<file path="config.mk">
export PLATFORM = sky130hd
export DESIGN_NAME = switch_debounce
export DESIGN_NICKNAME = d
export VERILOG_FILES = /design/src/rtl/switch_debounce.sv
export SDC_FILE = /design/constraint.sdc
export NUM_CORES = 1
export LEC_CHECK = 0
export CAP_MARGIN = 20
export CORE_MARGIN = 10
export CORE_UTILIZATION = 43
export CTS_BUF_LIST = sky130_fd_sc_hd__clkbuf_16
export CTS_CLUSTER_DIAMETER = 150
export DETAILED_ROUTE_END_ITERATION = 10
export GPL_TIMING_DRIVEN = 0
export MAX_ROUTING_LAYER = met4
export SETUP_SLACK_MARGIN = 0.5
export SYNTH_ARGS = -nofsm -noshare
export SYNTH_HDL_FRONTEND = slang
export SYNTH_SLANG_ARGS = --single-unit
</file>
<file path="constraint.sdc">
create_clock -name clk -period 1.95 [get_ports clk]
set_input_delay 0.39 -clock clk [delete_from_list [all_inputs] [get_ports clk]]
set_output_delay 0.39 -clock clk [all_outputs]
set_load 0.05 [all_outputs]
</file>
<file path="src/rtl/switch_debounce.sv">
// switch_debounce
// Conditions raw, asynchronous board switch levels for the clk domain.
// Each channel has its own multi-flop synchronizer, confirm counter and a
// four-state FSM. A level change is accepted only after DEBOUNCE_CYCLES
// consecutive synchronized samples agree on the new value. One opposite
// sample abandons the candidate change and the confirmation starts again.
// The outputs sw_db and busy are registered and decoded from the next state.
// No combinational path runs from sw_raw to any output.

module switch_debounce #(
    parameter int WIDTH           = 1,
    parameter int DEBOUNCE_CYCLES = 1_000_000,
    parameter int SYNC_STAGES     = 2,
    parameter int CNT_W           = $clog2(DEBOUNCE_CYCLES)
) (
    input  logic             clk,
    input  logic             rst_n,
    input  logic [WIDTH-1:0] sw_raw,
    output logic [WIDTH-1:0] sw_db,
    output logic [WIDTH-1:0] busy
);

    // The encoding is chosen so that bit 1 is the accepted level and bit 0
    // marks a pending confirmation. The output decode is still written out
    // explicitly below so that it never depends on this encoding.
    typedef enum logic [1:0] {
        ST_LO = 2'b00,
        CF_HI = 2'b01,
        ST_HI = 2'b10,
        CF_LO = 2'b11
    } state_t;

    // The last count value that still needs one more agreeing sample. With
    // CNT_W = clog2(DEBOUNCE_CYCLES) this always fits, and the counter
    // never needs to go past it.
    localparam logic [CNT_W-1:0] CNT_LAST = CNT_W'(DEBOUNCE_CYCLES - 1);
    localparam logic [CNT_W-1:0] CNT_ONE  = CNT_W'(1);

    genvar gi;
    generate
        for (gi = 0; gi < WIDTH; gi = gi + 1) begin : g_ch
            logic [SYNC_STAGES-1:0] sync_reg;
            logic                   s;
            state_t                 state_reg;
            logic [CNT_W-1:0]       cnt_reg;
            logic                   sw_db_reg;
            logic                   busy_reg;

            // Synchronizer chain: sw_raw enters at bit 0 and s is taken
            // from the last stage.
            always_ff @(posedge clk or negedge rst_n) begin
                if (!rst_n) begin
                    sync_reg <= '0;
                end else begin
                    sync_reg <= {sync_reg[SYNC_STAGES-2:0], sw_raw[gi]};
                end
            end

            assign s = sync_reg[SYNC_STAGES-1];

            // Debounce FSM. The confirm counter and the registered outputs
            // are updated on the same edge as the state they decode from.
            always_ff @(posedge clk or negedge rst_n) begin
                if (!rst_n) begin
                    state_reg <= ST_LO;
                    cnt_reg   <= '0;
                    sw_db_reg <= 1'b0;
                    busy_reg  <= 1'b0;
                end else begin
                    case (state_reg)
                        ST_LO: begin
                            if (s) begin
                                state_reg <= CF_HI;
                                cnt_reg   <= CNT_ONE;
                                sw_db_reg <= 1'b0;
                                busy_reg  <= 1'b1;
                            end else begin
                                cnt_reg   <= '0;
                                sw_db_reg <= 1'b0;
                                busy_reg  <= 1'b0;
                            end
                        end

                        CF_HI: begin
                            if (!s) begin
                                // Glitch rejected: fall back and forget the count.
                                state_reg <= ST_LO;
                                cnt_reg   <= '0;
                                sw_db_reg <= 1'b0;
                                busy_reg  <= 1'b0;
                            end else if (cnt_reg == CNT_LAST) begin
                                // This sample is the DEBOUNCE_CYCLES-th agreeing one.
                                state_reg <= ST_HI;
                                cnt_reg   <= '0;
                                sw_db_reg <= 1'b1;
                                busy_reg  <= 1'b0;
                            end else begin
                                cnt_reg   <= cnt_reg + CNT_ONE;
                                sw_db_reg <= 1'b0;
                                busy_reg  <= 1'b1;
                            end
                        end

                        ST_HI: begin
                            if (!s) begin
                                state_reg <= CF_LO;
                                cnt_reg   <= CNT_ONE;
                                sw_db_reg <= 1'b1;
                                busy_reg  <= 1'b1;
                            end else begin
                                cnt_reg   <= '0;
                                sw_db_reg <= 1'b1;
                                busy_reg  <= 1'b0;
                            end
                        end

                        CF_LO: begin
                            if (s) begin
                                state_reg <= ST_HI;
                                cnt_reg   <= '0;
                                sw_db_reg <= 1'b1;
                                busy_reg  <= 1'b0;
                            end else if (cnt_reg == CNT_LAST) begin
                                state_reg <= ST_LO;
                                cnt_reg   <= '0;
                                sw_db_reg <= 1'b0;
                                busy_reg  <= 1'b0;
                            end else begin
                                cnt_reg   <= cnt_reg + CNT_ONE;
                                sw_db_reg <= 1'b1;
                                busy_reg  <= 1'b1;
                            end
                        end

                        default: begin
                            state_reg <= ST_LO;
                            cnt_reg   <= '0;
                            sw_db_reg <= 1'b0;
                            busy_reg  <= 1'b0;
                        end
                    endcase
                end
            end

            assign sw_db[gi] = sw_db_reg;
            assign busy[gi]  = busy_reg;
        end
    endgenerate

endmodule

</file>
==> results of run 1 <==
[final timing paths]
path,from,depth (start not counted),endpoint
setup / recovery,g_ch[0].cnt_reg[0]$_DFF_PN0_,6,flip-flop
hold / removal,g_ch[0].sync_reg[0]$_DFF_PN0_,0,g_ch[0].sync_reg[1]$_DFF_PN0_
setup reg to reg,g_ch[0].cnt_reg[0]$_DFF_PN0_,6,flip-flop
hold reg to reg,g_ch[0].sync_reg[0]$_DFF_PN0_,0,g_ch[0].sync_reg[1]$_DFF_PN0_
max in group asynchronous,rst_n,2,g_ch[0].cnt_reg[5]$_DFF_PN0_
min in group asynchronous,rst_n,1,g_ch[0].cnt_reg[12]$_DFF_PN0_
[stage by stage]
stage               area [sq um]  instances  setup slack [ns]  utilization, %  hold slack [ns]
finish                      1680        166             0.284            60.0            0.363
global route                1680        166             0.223            60.0            0.388
CTS                         1600        164             0.271            57.0            0.366
detailed placement          1420        152             0.202            50.4            0.350
global placement            1390        151             0.130            49.5            0.335
floorplan                   1310        116             0.331               -           0.0944
[critical path: cells and delay by family, from the launching register on]
| kind | cells | cell delay, ns |
|---|---|---|
| mux | 1 | 0.35 |
| flops | 1 | 0.37 |
| fa+ha+maj | 1 | 0.18 |
| simple gates | 3 | 0.51 |
| buf+inv | 1 | 0.13 |
[kinds of logic (layout without fill, tap and decap cells)]
kind of cell,Yosys count,count (layout)
simple gates,51,51
mux,2,2
flops,26,26
compound gates,14,14
fa+ha+maj,1,1
xor+xnor,14,14
buf+inv,8,27
[final cells by class]
class,count,area [sq um]
repair buffers,15,154
clock buffers,3,75.1
well taps,31,38.8
plain buffers,5,45.0
fillers,234,1120
flip-flops and latches,26,652
clock inverters,1,3.75
multi-input cells,82,704
inverters,3,11.3
[routing by layer]
layer | global-route usage (%) | up-vias | wire, um
met1 | 12.3 | 438 | 1140
met2 | 16.8 | 12 | 1260
met5 | - | - | 0
met4 | 2.52 | 0 | 23
li1 | - | 451 | -
met3 | 2.53 | 4 | 95
[where the power goes]
group          total [mW]  switching [mW]  internal (mW)
clock network       0.448           0.174          0.274
logic              0.0679          0.0373         0.0306
registers           0.551         0.00487          0.546
[Yosys cell counts]
cell,number,area [sq um]
mux2_2,2,22.5
xnor2_1,2,17.5
buf_2,1,5.00
buf_4,4,30.0
and3_1,1,6.26
nor3_2,1,10.0
nand4_2,3,37.5
or4_1,3,22.5
and4_1,4,35.0
o21ba_2,1,10.0
o31ai_1,3,22.5
nor4b_1,2,17.5
nor2_1,14,52.6
nand4_1,5,31.3
o21ai_0,1,5.00
or3_1,1,6.26
ha_1,1,12.5
o31a_1,2,17.5
inv_1,3,11.3
nand3_1,6,30.0
and4_4,1,11.3
nor3_1,2,10.0
o21a_1,1,7.51
and2_1,1,6.26
nand2_1,5,18.8
nand2_4,1,11.3
nor3b_1,1,7.51
dfrtp_1,26,651
xor2_1,12,105
a21oi_1,4,20.0
o21bai_4,1,18.8
a21boi_0,1,7.51
[what timing repair did]
| item | CTS | global route |
|---|---|---|
| setup endpoints to repair | 24 | 23 |
| setup buffers | 7 | 2 |
| cloned | 1 | 0 |
| pin swaps | 4 | 3 |
| gates resized for setup | 19 | 22 |
==> qor.txt, run 1 <==
================================================================================
Final #Nets .......................................................          140
Diodes inserted ...................................................            0
Share of post-route cells with drive strength above 1 .............        43.0%
Distinct cell type count of the synthesized netlist ...............           32
Initial Utilization ...............................................        45.5%
RePlAce Congestion ................................................        0.705
Nature of the critical path startpoint ............................    flip-flop
Via count normalized by instance count ............................         5.45
Maximum level of the CTS H-tree ...................................            1
Max-slew headroom .................................................        63.5%
Area grow syn2layout ..............................................        31.8%
Initial drt markers ...............................................           74
P per Cell Area ...................................................  634 nW/um^2
Clock tree from TritonCTS .........................................          yes
Clock sink total ..................................................           26
FF+latch count, synth .............................................           26
Max incr delay on CP ..............................................      0.37 ns
Clock network latency to the later pin of the worst-skew pair .....      0.26 ns
YS warnings .......................................................            0
Routed Antenna Nets ...............................................            0
Req. time, crit path ..............................................      2.09 ns
Aggregate global-route resource usage .............................        10.2%
Synthesized area per cell .........................................   11.0 sq um
Post-route DRC ....................................................            0
Synthesized Nets ..................................................          120
Critical path, cell by cell ....................................... ha_2, and4_1, buf_6, nand4_4, nor3_4, mux2_2
Share of the yosys chip area belonging to registers ...............        50.9%
Total Die Area ....................................................   5550 sq um
Clock Skew ........................................................   0.00326 ns
PnR Total Power ...................................................      1.07 mW
Arrival time at the worst endpoint ................................      1.81 ns
Total Negative Setup Slacks .......................................         0 ns
Number of max-slew violations in the final report .................            0
Num CTS Buffers ...................................................            3
Most frequent cells in the layout ................................. 25 x dfrtp_1, 12 x xor2_1, 10 x nor2_2
Number of placement rows ..........................................           19
Core Box Area .....................................................   2810 sq um
Die X .............................................................      74.5 um
Measured slew at the worst slew-check pin .........................     0.546 ns
Count of hold-fix buffers inserted at cts .........................            0
Crit end category .................................................    flip-flop
Leakage power total ...............................................     0.731 nW
Count of vias placed by the detailed router .......................          905
Combinational family with the most area after synthesis ........... simple AND/OR/NAND/NOR gates
Class of the tightest hold or removal check ....................... flip-flop to flip-flop
Xor/xnor cell area share of the yosys netlist .....................        9.60%
Area share of and/or/nand/nor cells after synthesis ...............        24.6%
Count of max-cap constraint violations ............................            0
Gate count after technology mapping ...............................          116
Post-DR wirelength/cell ...........................................      15.2 um
Root buffer cell ..................................................    clkbuf_16
Final critical-path share of the clock period .....................        85.5%
Leading cell type in the layout, fill and taps excluded ...........      dfrtp_1
Number of iterations in the first detailed-routing pass ...........            4
Highest clock rate ................................................      600 MHz
Buffer levels on the longest clock path ...........................            2
Outcome ........................................................... complete, no violations
Setup repair after global routing missed its margin ...............          yes
Number of buffers added on ports ..................................            4
Mux cell area share after synthesis ...............................        1.76%
Total length of routed wires ......................................      2.52 mm
Flip-flop count of the largest register after layout ..............           20
Via count of the first global-routing pass ........................          923
Die boundary height ...............................................      74.5 um
Global-route wire length before repair ............................      4.29 mm
Peak supply drop ..................................................   0.000553 V
Largest driver fanout on the critical path ........................            4
Estimated wirelength of the detail-placed design ..................      1.69 mm
Master of the slowest instance on the critical path ...............      dfrtp_1
Worst Path Class, Setup ........................................... flip-flop to flip-flop
Final count of negative-setup-slack endpoints .....................            0
Post-synthesis cell area ..........................................   1280 sq um
Clock Pin Slew Worst Setup and Hold Paths .........................      0.06 ns
Fraction of the mapped netlist area in compound gates .............        8.52%
Fin crit period ...................................................      1.67 ns
Grt ovf ...........................................................            0
Largest net degree at the start of global routing .................           18
Register-to-register path setup slack .............................      0.28 ns
I/O pin cnt .......................................................            5
Number of antenna violations at the first check in global routing .            0
Synth Area in Adders ..............................................       0.979%
Final number of hold-violating endpoints ..........................            0
================================================================================
(Power assumes the default switching activity.)
==> inputs of run 2 (changes only) <==
Settings changed: ABC_CLOCK_PERIOD_IN_PS from default to 1950, GPL_TIMING_DRIVEN 0 to default.
==> run 2 against run 1 <==
Net effect:
- first-iteration DRC count down 28%
- highest routed layer unchanged
- sequential share of layout area down 2.9 points
- critical path type unchanged
- hold slack worse by 0.0068 ns
- die area unchanged
- fmax up 1.5%
- largest cell class unchanged
- power up 14%
- register-to-register slack better by 0.02 ns
- setup slack better by 0.024 ns
- clock skew down 0.00083 ns
- count of clock-buffer cells in the layout unchanged
==> qor.txt, run 2 (same netlist as run 1, synthesis figures left out) <==
====================================================================================
Outcome ............................................................... complete, no violations
Root buffer cell ......................................................    clkbuf_16
Register-to-register path setup slack .................................      0.31 ns   +0.02 ns
Number of max-slew violations in the final report .....................            0   unchanged
Number of placement rows ..............................................           19   unchanged
Share of post-route cells with drive strength above 1 .................        45.8%   +2.8 points
Clock Pin Slew Worst Setup and Hold Paths .............................      0.06 ns   about the same
Max-slew headroom .....................................................        77.8%   +14 points
Startpoint of the worst hold path ..................................... g_ch[0].sync_reg[0]$_DFF_PN0_
Most frequent cells in the layout ..................................... 25 x dfrtp_1, 14 x buf_4, 10 x xor2_1
Leading cell type in the layout, fill and taps excluded ...............      dfrtp_1
Largest driver fanout on the critical path ............................            4   unchanged
Area grow syn2layout ..................................................        42.6%
Final number of hold-violating endpoints ..............................            0   unchanged
Clock sink total ......................................................           26   unchanged
Final critical-path share of the clock period .........................        84.2%   -1.3 points
Worst Path Class, Setup ............................................... flip-flop to flip-flop
Core Box Area .........................................................   2810 sq um   unchanged
Peak-usage layer in the global routing report .........................         met2
Peak supply drop ......................................................   0.000417 V   -25%
Crit end category .....................................................    flip-flop
Measured slew at the worst slew-check pin .............................     0.333 ns   -0.212 ns
Die boundary height ...................................................      74.5 um   unchanged
Total length of routed wires ..........................................      2.76 mm   +9.5%
Worst slack at placement ..............................................    0.0956 ns   -0.106 ns
Largest net degree at the start of global routing .....................           27   +9
Number of buffers added on ports ......................................            4   unchanged
Nature of the critical path startpoint ................................    flip-flop
Global-route wire length before repair ................................      4.55 mm   +6.0%
Launch point of the worst path ........................................ g_ch[0].cnt_reg[1]$_DFF_PN0_
RePlAce Congestion ....................................................        0.779   +10%
Arrival time at the worst endpoint ....................................      1.83 ns   +0.02 ns
Number of antenna violations at the first check in global routing .....            0   unchanged
Fin crit period .......................................................      1.64 ns   -0.0245 ns
I/O pin cnt ...........................................................            5   unchanged
Aggregate global-route resource usage .................................        10.6%   +0.39 points
M2 GR Usage ...........................................................        16.5%   -0.29 points
Flip-flop count of the largest register after layout ..................           20   unchanged
Final #Nets ...........................................................          147   +5.0%
Launching point of the worst reg2reg path ............................. g_ch[0].cnt_reg[1]$_DFF_PN0_
Critical path, cell by cell ........................................... ha_2, and4_4, buf_6, nand2_4, or4_4, a21oi_2
Highest clock rate ....................................................      609 MHz   +1.5%
Estimated wirelength of the detail-placed design ......................      1.57 mm   -7.3%
Count of buffering cells on the critical path with inverters included .            1   unchanged
Count of max-cap constraint violations ................................            0   unchanged
Top cell family by delay on the critical path ......................... simple AND/OR/NAND/NOR gates
Total Die Area ........................................................   5550 sq um   unchanged
Total Negative Setup Slacks ...........................................         0 ns   unchanged
Clock Skew ............................................................   0.00243 ns   -0.000828 ns
Via count of the first global-routing pass ............................          971   +5.2%
Count of vias placed by the detailed router ...........................          959   +6.0%
Initial drt markers ...................................................           53   -28%
Buffer levels on the longest clock path ...............................            2   unchanged
Leakage power total ...................................................     0.793 nW   +8.5%
Post-DR wirelength/cell ...............................................      15.9 um   +5.1%
Die X .................................................................      74.5 um   unchanged
M1 GR Usage ...........................................................        13.1%   +0.86 points
Least setup slack across all paths after layout .......................     0.308 ns   +0.0245 ns
Routed Antenna Nets ...................................................            0   unchanged
Maximum level of the CTS H-tree .......................................            1   unchanged
Max incr delay on CP ..................................................      0.48 ns   +0.11 ns
Final count of negative-setup-slack endpoints .........................            0   unchanged
Via count normalized by instance count ................................         5.54   +1.7%
Clock tree from TritonCTS .............................................          yes
Class of the tightest hold or removal check ........................... flip-flop to flip-flop
Met3 usage in global routing ..........................................        2.26%   -0.27 points
Grt ovf ...............................................................            0   unchanged
Worst hold margin .....................................................     0.356 ns   -0.00682 ns
Post-route DRC ........................................................            0   unchanged
Num CTS Buffers .......................................................            3   unchanged
Setup repair after global routing missed its margin ...................          yes
Master of the slowest instance on the critical path ...................        or4_4
Diodes inserted .......................................................            0   unchanged
P per Cell Area .......................................................  670 nW/um^2   +5.6%
Number of iterations in the first detailed-routing pass ...............            4   unchanged
Initial Utilization ...................................................        45.5%   unchanged
Req. time, crit path ..................................................      2.14 ns   +0.05 ns
Clock network latency to the later pin of the worst-skew pair .........      0.26 ns   about the same
====================================================================================
==> run 2: cell types whose count changed in the layout (fill, tap and decap cells not counted), sizes merged <==
cell / before / now
clkbuf: 4 / 3
buf: 16 / 23
clkinv: 1 / 0
clkdlybuf4s15: 1 / 2
bufinv: 0 / 1
==> run 2: final timing paths <==
path | endpoint | cells past startpoint
min in group asynchronous | g_ch[0].cnt_reg[19]$_DFF_PN0_ | 2
setup reg to reg | g_ch[0].cnt_reg[18]$_DFF_PN0_ | 6
max in group asynchronous | g_ch[0].cnt_reg[9]$_DFF_PN0_ | 2
hold / removal | g_ch[0].sync_reg[1]$_DFF_PN0_ | 0
setup / recovery | g_ch[0].cnt_reg[18]$_DFF_PN0_ | 6
hold reg to reg | g_ch[0].sync_reg[1]$_DFF_PN0_ | 0
==> run 2: area by class of cell <==
| class | instances | area (sq um) |
|---|---|---|
| Clock buffer | 3 | 75.1 |
| Clock inverter | 1 | 30.0 |
| Fill cell | 212 | 983 |
| Inverter | 3 | 11.3 |
| Multi-Input combinational cell | 82 | 719 |
| Sequential cell | 26 | 652 |
| Tap cell | 31 | 38.8 |
| Timing Repair Buffer | 27 | 295 |
==> run 2: routing by layer <==
metal | vias to the layer above | part of all wire [%]
met4 | 0 | 1.5
li1 | 468 | -
met1 | 481 | 43
met5 | - | 0
met3 | 4 | 1.9
met2 | 6 | 53
==> run 2: stage by stage <==
| stage | util, % | instance area [sq um] | power [mW] | instances |
|---|---|---|---|---|
| 6_report | 64.9 | 1820 | 1.22 | 173 |
| 5_1_grt | 64.9 | 1820 | 1.26 | 173 |
| 4_1_cts | 60.7 | 1700 | 1.23 | 169 |
| 3_5_place_dp | 49.7 | 1400 | 0.610 | 151 |
| 3_3_place_gp | 49.7 | 1400 | 0.609 | 151 |
| 2_1_floorplan | - | 1310 | 0.583 | 116 |
==> run 2: where the power goes <==
| group | total (mW) | internal (mW) | switching (mW) |
|---|---|---|---|
| logic | 0.0820 | 0.0419 | 0.0401 |
| clock network | 0.587 | 0.408 | 0.179 |
| registers | 0.551 | 0.546 | 0.00448 |
==> run 2: what timing repair did <==
item | CTS | global route
pin swaps | 3 | 4
setup buffers | 13 | 4
hold buffers | 0 | 0
setup endpoints to repair | 24 | 20
gates cloned | 1 | 0
resized for setup | 21 | 25
endpoints found under the hold margin | 0 | 0
==> inputs of run 3 (changes only) <==
Settings changed: ABC_CLOCK_PERIOD_IN_PS 1950 to 1600.
Clock period 1.95 ns to 1.6 ns, I/O delays scaled along.
==> run 3 against run 2 <==
Net effect:
- the run now ends with negative setup slack left
- flip-flop and latch count unchanged
- cell area up 1.9%
- routed wire length is 5.6% higher
- final cell count up 4.6%
- fmax increased by 0.45%
- register-to-register slack worse by 0.34 ns
- non-clock buffer count grew 8
- die area is the same
- core utilization is 1.2 points higher
- combinational power rose by 0.6%
- count of clock-buffer cells in the layout stayed put
- clock power is 23% higher
- critical endpoint unchanged
- largest cell class unchanged
==> qor.txt, run 3 (same netlist as run 1, synthesis figures left out) <==
================================================================================
Via count of the first global-routing pass ........................         1050   +8.1%
Setup repair after global routing missed its margin ...............          yes
Via count normalized by instance count ............................         5.44   -1.9%
Estimated wirelength of the detail-placed design ..................      1.87 mm   +19%
Initial drt markers ...............................................           41   -23%
Number of max-slew violations in the final report .................            0   unchanged
Area of all sequential standard cells .............................    651 sq um   -0.19%
Peak supply drop ..................................................   0.000568 V   +36%
Outcome ........................................................... finished, violations left
PnR Total Power ...................................................      1.48 mW   +21%
Post-DR wirelength/cell ...........................................      16.1 um   +0.92%
Num CTS Buffers ...................................................            3   unchanged
Failing checks .................................................... negative setup slack
Total length of routed wires ......................................      2.91 mm   +5.6%
Diodes inserted ...................................................            0   unchanged
Routed Antenna Nets ...............................................            0   unchanged
Number of antenna violations at the first check in global routing .            0   unchanged
Core Box Area .....................................................   2810 sq um   unchanged
Aggregate global-route resource usage .............................        11.9%   +1.3 points
Number of buffers added on ports ..................................            4   unchanged
Count of vias placed by the detailed router .......................          984   +2.6%
P per Cell Area ...................................................  796 nW/um^2   +19%
Arrival time at the worst endpoint ................................      1.83 ns   about the same
Final critical-path share of the clock period .....................         102%   +18 points
Clock Pin Slew Worst Setup and Hold Paths .........................      0.07 ns   about the same
Endpoint of the worst hold path ................................... g_ch[0].sync_reg[1]$_DFF_PN0_
Launching point of the worst reg2reg path ......................... g_ch[0].cnt_reg[0]$_DFF_PN0_
Cell count after placement ........................................          171   +13%
Number of iterations in the first detailed-routing pass ...........            4   unchanged
Die X .............................................................      74.5 um   unchanged
Area grow syn2layout ..............................................        45.3%
Nature of the critical path startpoint ............................    flip-flop
Largest net degree at the start of global routing .................           27   unchanged
Number of placement rows ..........................................           19   unchanged
Root buffer cell ..................................................    clkbuf_16
Least setup slack across all paths after layout ...................   -0.0347 ns   -0.343 ns
Number of cell instances on the worst register-to-register path ...            6   unchanged
Measured slew at the worst slew-check pin .........................     0.337 ns   +0.00331 ns
Buffer levels on the longest clock path ...........................            2   unchanged
Worst Path Class, Setup ........................................... flip-flop to flip-flop
Count of max-cap constraint violations ............................            0   unchanged
Total Die Area ....................................................   5550 sq um   unchanged
Final #Nets .......................................................          155   +5.4%
Worst hold stages .................................................            0   unchanged
Register-to-register path setup slack .............................     -0.03 ns   -0.34 ns
Most frequent cells in the layout ................................. 26 x dfrtp_1, 25 x buf_4, 11 x xor2_1
Max-slew headroom .................................................        77.6%   -0.22 points
Crit end category .................................................    flip-flop
I/O pin cnt .......................................................            5   unchanged
Worst hold margin .................................................     0.350 ns   -0.00649 ns
Clock Skew ........................................................   0.00227 ns   -0.000160 ns
Multi-input gate area in the final layout .........................    744 sq um   +3.5%
Worst slack at placement ..........................................    -0.111 ns   -0.206 ns
Highest clock rate ................................................      612 MHz   +0.45%
RePlAce Congestion ................................................        0.884   +13%
Req. time, crit path ..............................................      1.79 ns   -0.35 ns
Fin util ..........................................................        66.2%   +1.2 points
Leading cell type in the layout, fill and taps excluded ...........      dfrtp_1
Clock tree from TritonCTS .........................................          yes
Total of fill cells in the finished design ........................          216   +1.9%
Class of the tightest hold or removal check ....................... flip-flop to flip-flop
Die boundary height ...............................................      74.5 um   unchanged
Fin crit period ...................................................      1.63 ns   -0.00730 ns
Flip-flop count of the largest register after layout ..............           20   unchanged
Startpoint of the worst hold path ................................. g_ch[0].sync_reg[0]$_DFF_PN0_
Final number of hold-violating endpoints ..........................            0   unchanged
Post-route DRC ....................................................            0   unchanged
Share of post-route cells with drive strength above 1 .............        51.3%   +5.6 points
Initial Utilization ...............................................        45.5%   unchanged
Maximum level of the CTS H-tree ...................................            1   unchanged
Number of cells in the finished layout apart from fillers .........          181   +4.6%
Final count of negative-setup-slack endpoints .....................            5   +5
Clock sink total ..................................................           26   unchanged
Largest driver fanout on the critical path ........................            3   -1
Global-route wire length before repair ............................      4.97 mm   +9.3%
Count of hold-fix buffers inserted at cts .........................            0   unchanged
Reg2reg end ....................................................... g_ch[0].cnt_reg[18]$_DFF_PN0_
Leakage power total ...............................................     0.826 nW   +4.2%
Grt ovf ...........................................................            0   unchanged
Clock network latency to the later pin of the worst-skew pair .....      0.26 ns   about the same
================================================================================
-- run 3: cell types whose count changed in the layout (fill, tap and decap cells not counted), moves of 2 or more --
cell,previous run,this run
buf_6,4,7
o31ai_2,0,2
o31ai_1,3,1
buf_12,3,1
nand3_1,6,4
clkdlybuf4s15_2,2,0
buf_4,14,25
-- run 3: area by class of cell --
class                   instances  area share (%)
multi-input cells              82            40.1
flip-flops and latches         26            35.0
repair buffers                 35            16.5
clock buffers                   3            4.04
well taps                      31            2.09
clock inverters                 1            1.62
inverters                       3           0.606
-- run 3: worst max path at each step --
stage / from / endpoint / slack (ns) / depth (start not counted)
6_report: g_ch[0].cnt_reg[0]$_DFF_PN0_ / g_ch[0].cnt_reg[18]$_DFF_PN0_ / -0.03 / 6
5_1_grt: g_ch[0].cnt_reg[0]$_DFF_PN0_ / g_ch[0].cnt_reg[18]$_DFF_PN0_ / -0.10 / 6
4_1_cts: g_ch[0].cnt_reg[0]$_DFF_PN0_ / sw_db$_DFF_PN0_ / -0.04 / 5
3_5_place_dp: g_ch[0].cnt_reg[0]$_DFF_PN0_ / g_ch[0].cnt_reg[18]$_DFF_PN0_ / -0.11 / 6
3_3_place_gp: g_ch[0].cnt_reg[0]$_DFF_PN0_ / g_ch[0].cnt_reg[18]$_DFF_PN0_ / -0.05 / 6
2_1_floorplan: g_ch[0].cnt_reg[0]$_DFF_PN0_ / flip-flop / -0.02 / 6
-- run 3: through the flow --
stage / area [sq um] / TNS (ns)
finish: 1860 / -0.105
global route: 1860 / -0.867
CTS: 1810 / -0.139
detailed placement: 1550 / -0.378
global placement: 1550 / -0.0690
floorplan: 1320 / -0.0377
-- run 3: critical path: stages (launching register included) --
cell and delay (ns):
dfrtp_1 0.37, ha_2 0.19, and4_4 0.26, buf_6 0.11, nand2_4 0.04, or4_1 0.47
a21oi_1 0.12
-- run 3: power by group --
group,internal [mW],total (mW),switching (mW)
registers,0.666,0.671,0.00592
logic,0.0363,0.0825,0.0462
clock network,0.498,0.724,0.227
total,1.20,1.48,0.279
-- run 3: routing by layer --
| layer | global-route usage (%) | vias to the layer above | wire (um) |
|---|---|---|---|
| li1 | - | 484 | - |
| met1 | 13.6 | 484 | 1230 |
| met2 | 20.4 | 11 | 1560 |
| met3 | 2.39 | 5 | 88 |
| met4 | 3.78 | 0 | 38 |
| met5 | - | - | 0 |
-- run 3: repair_timing --
item                       CTS  global route
setup endpoints to repair   25            26
gates resized for setup     34            11
gates cloned                 0             0
setup buffers                6             0
pin swaps                   10             3
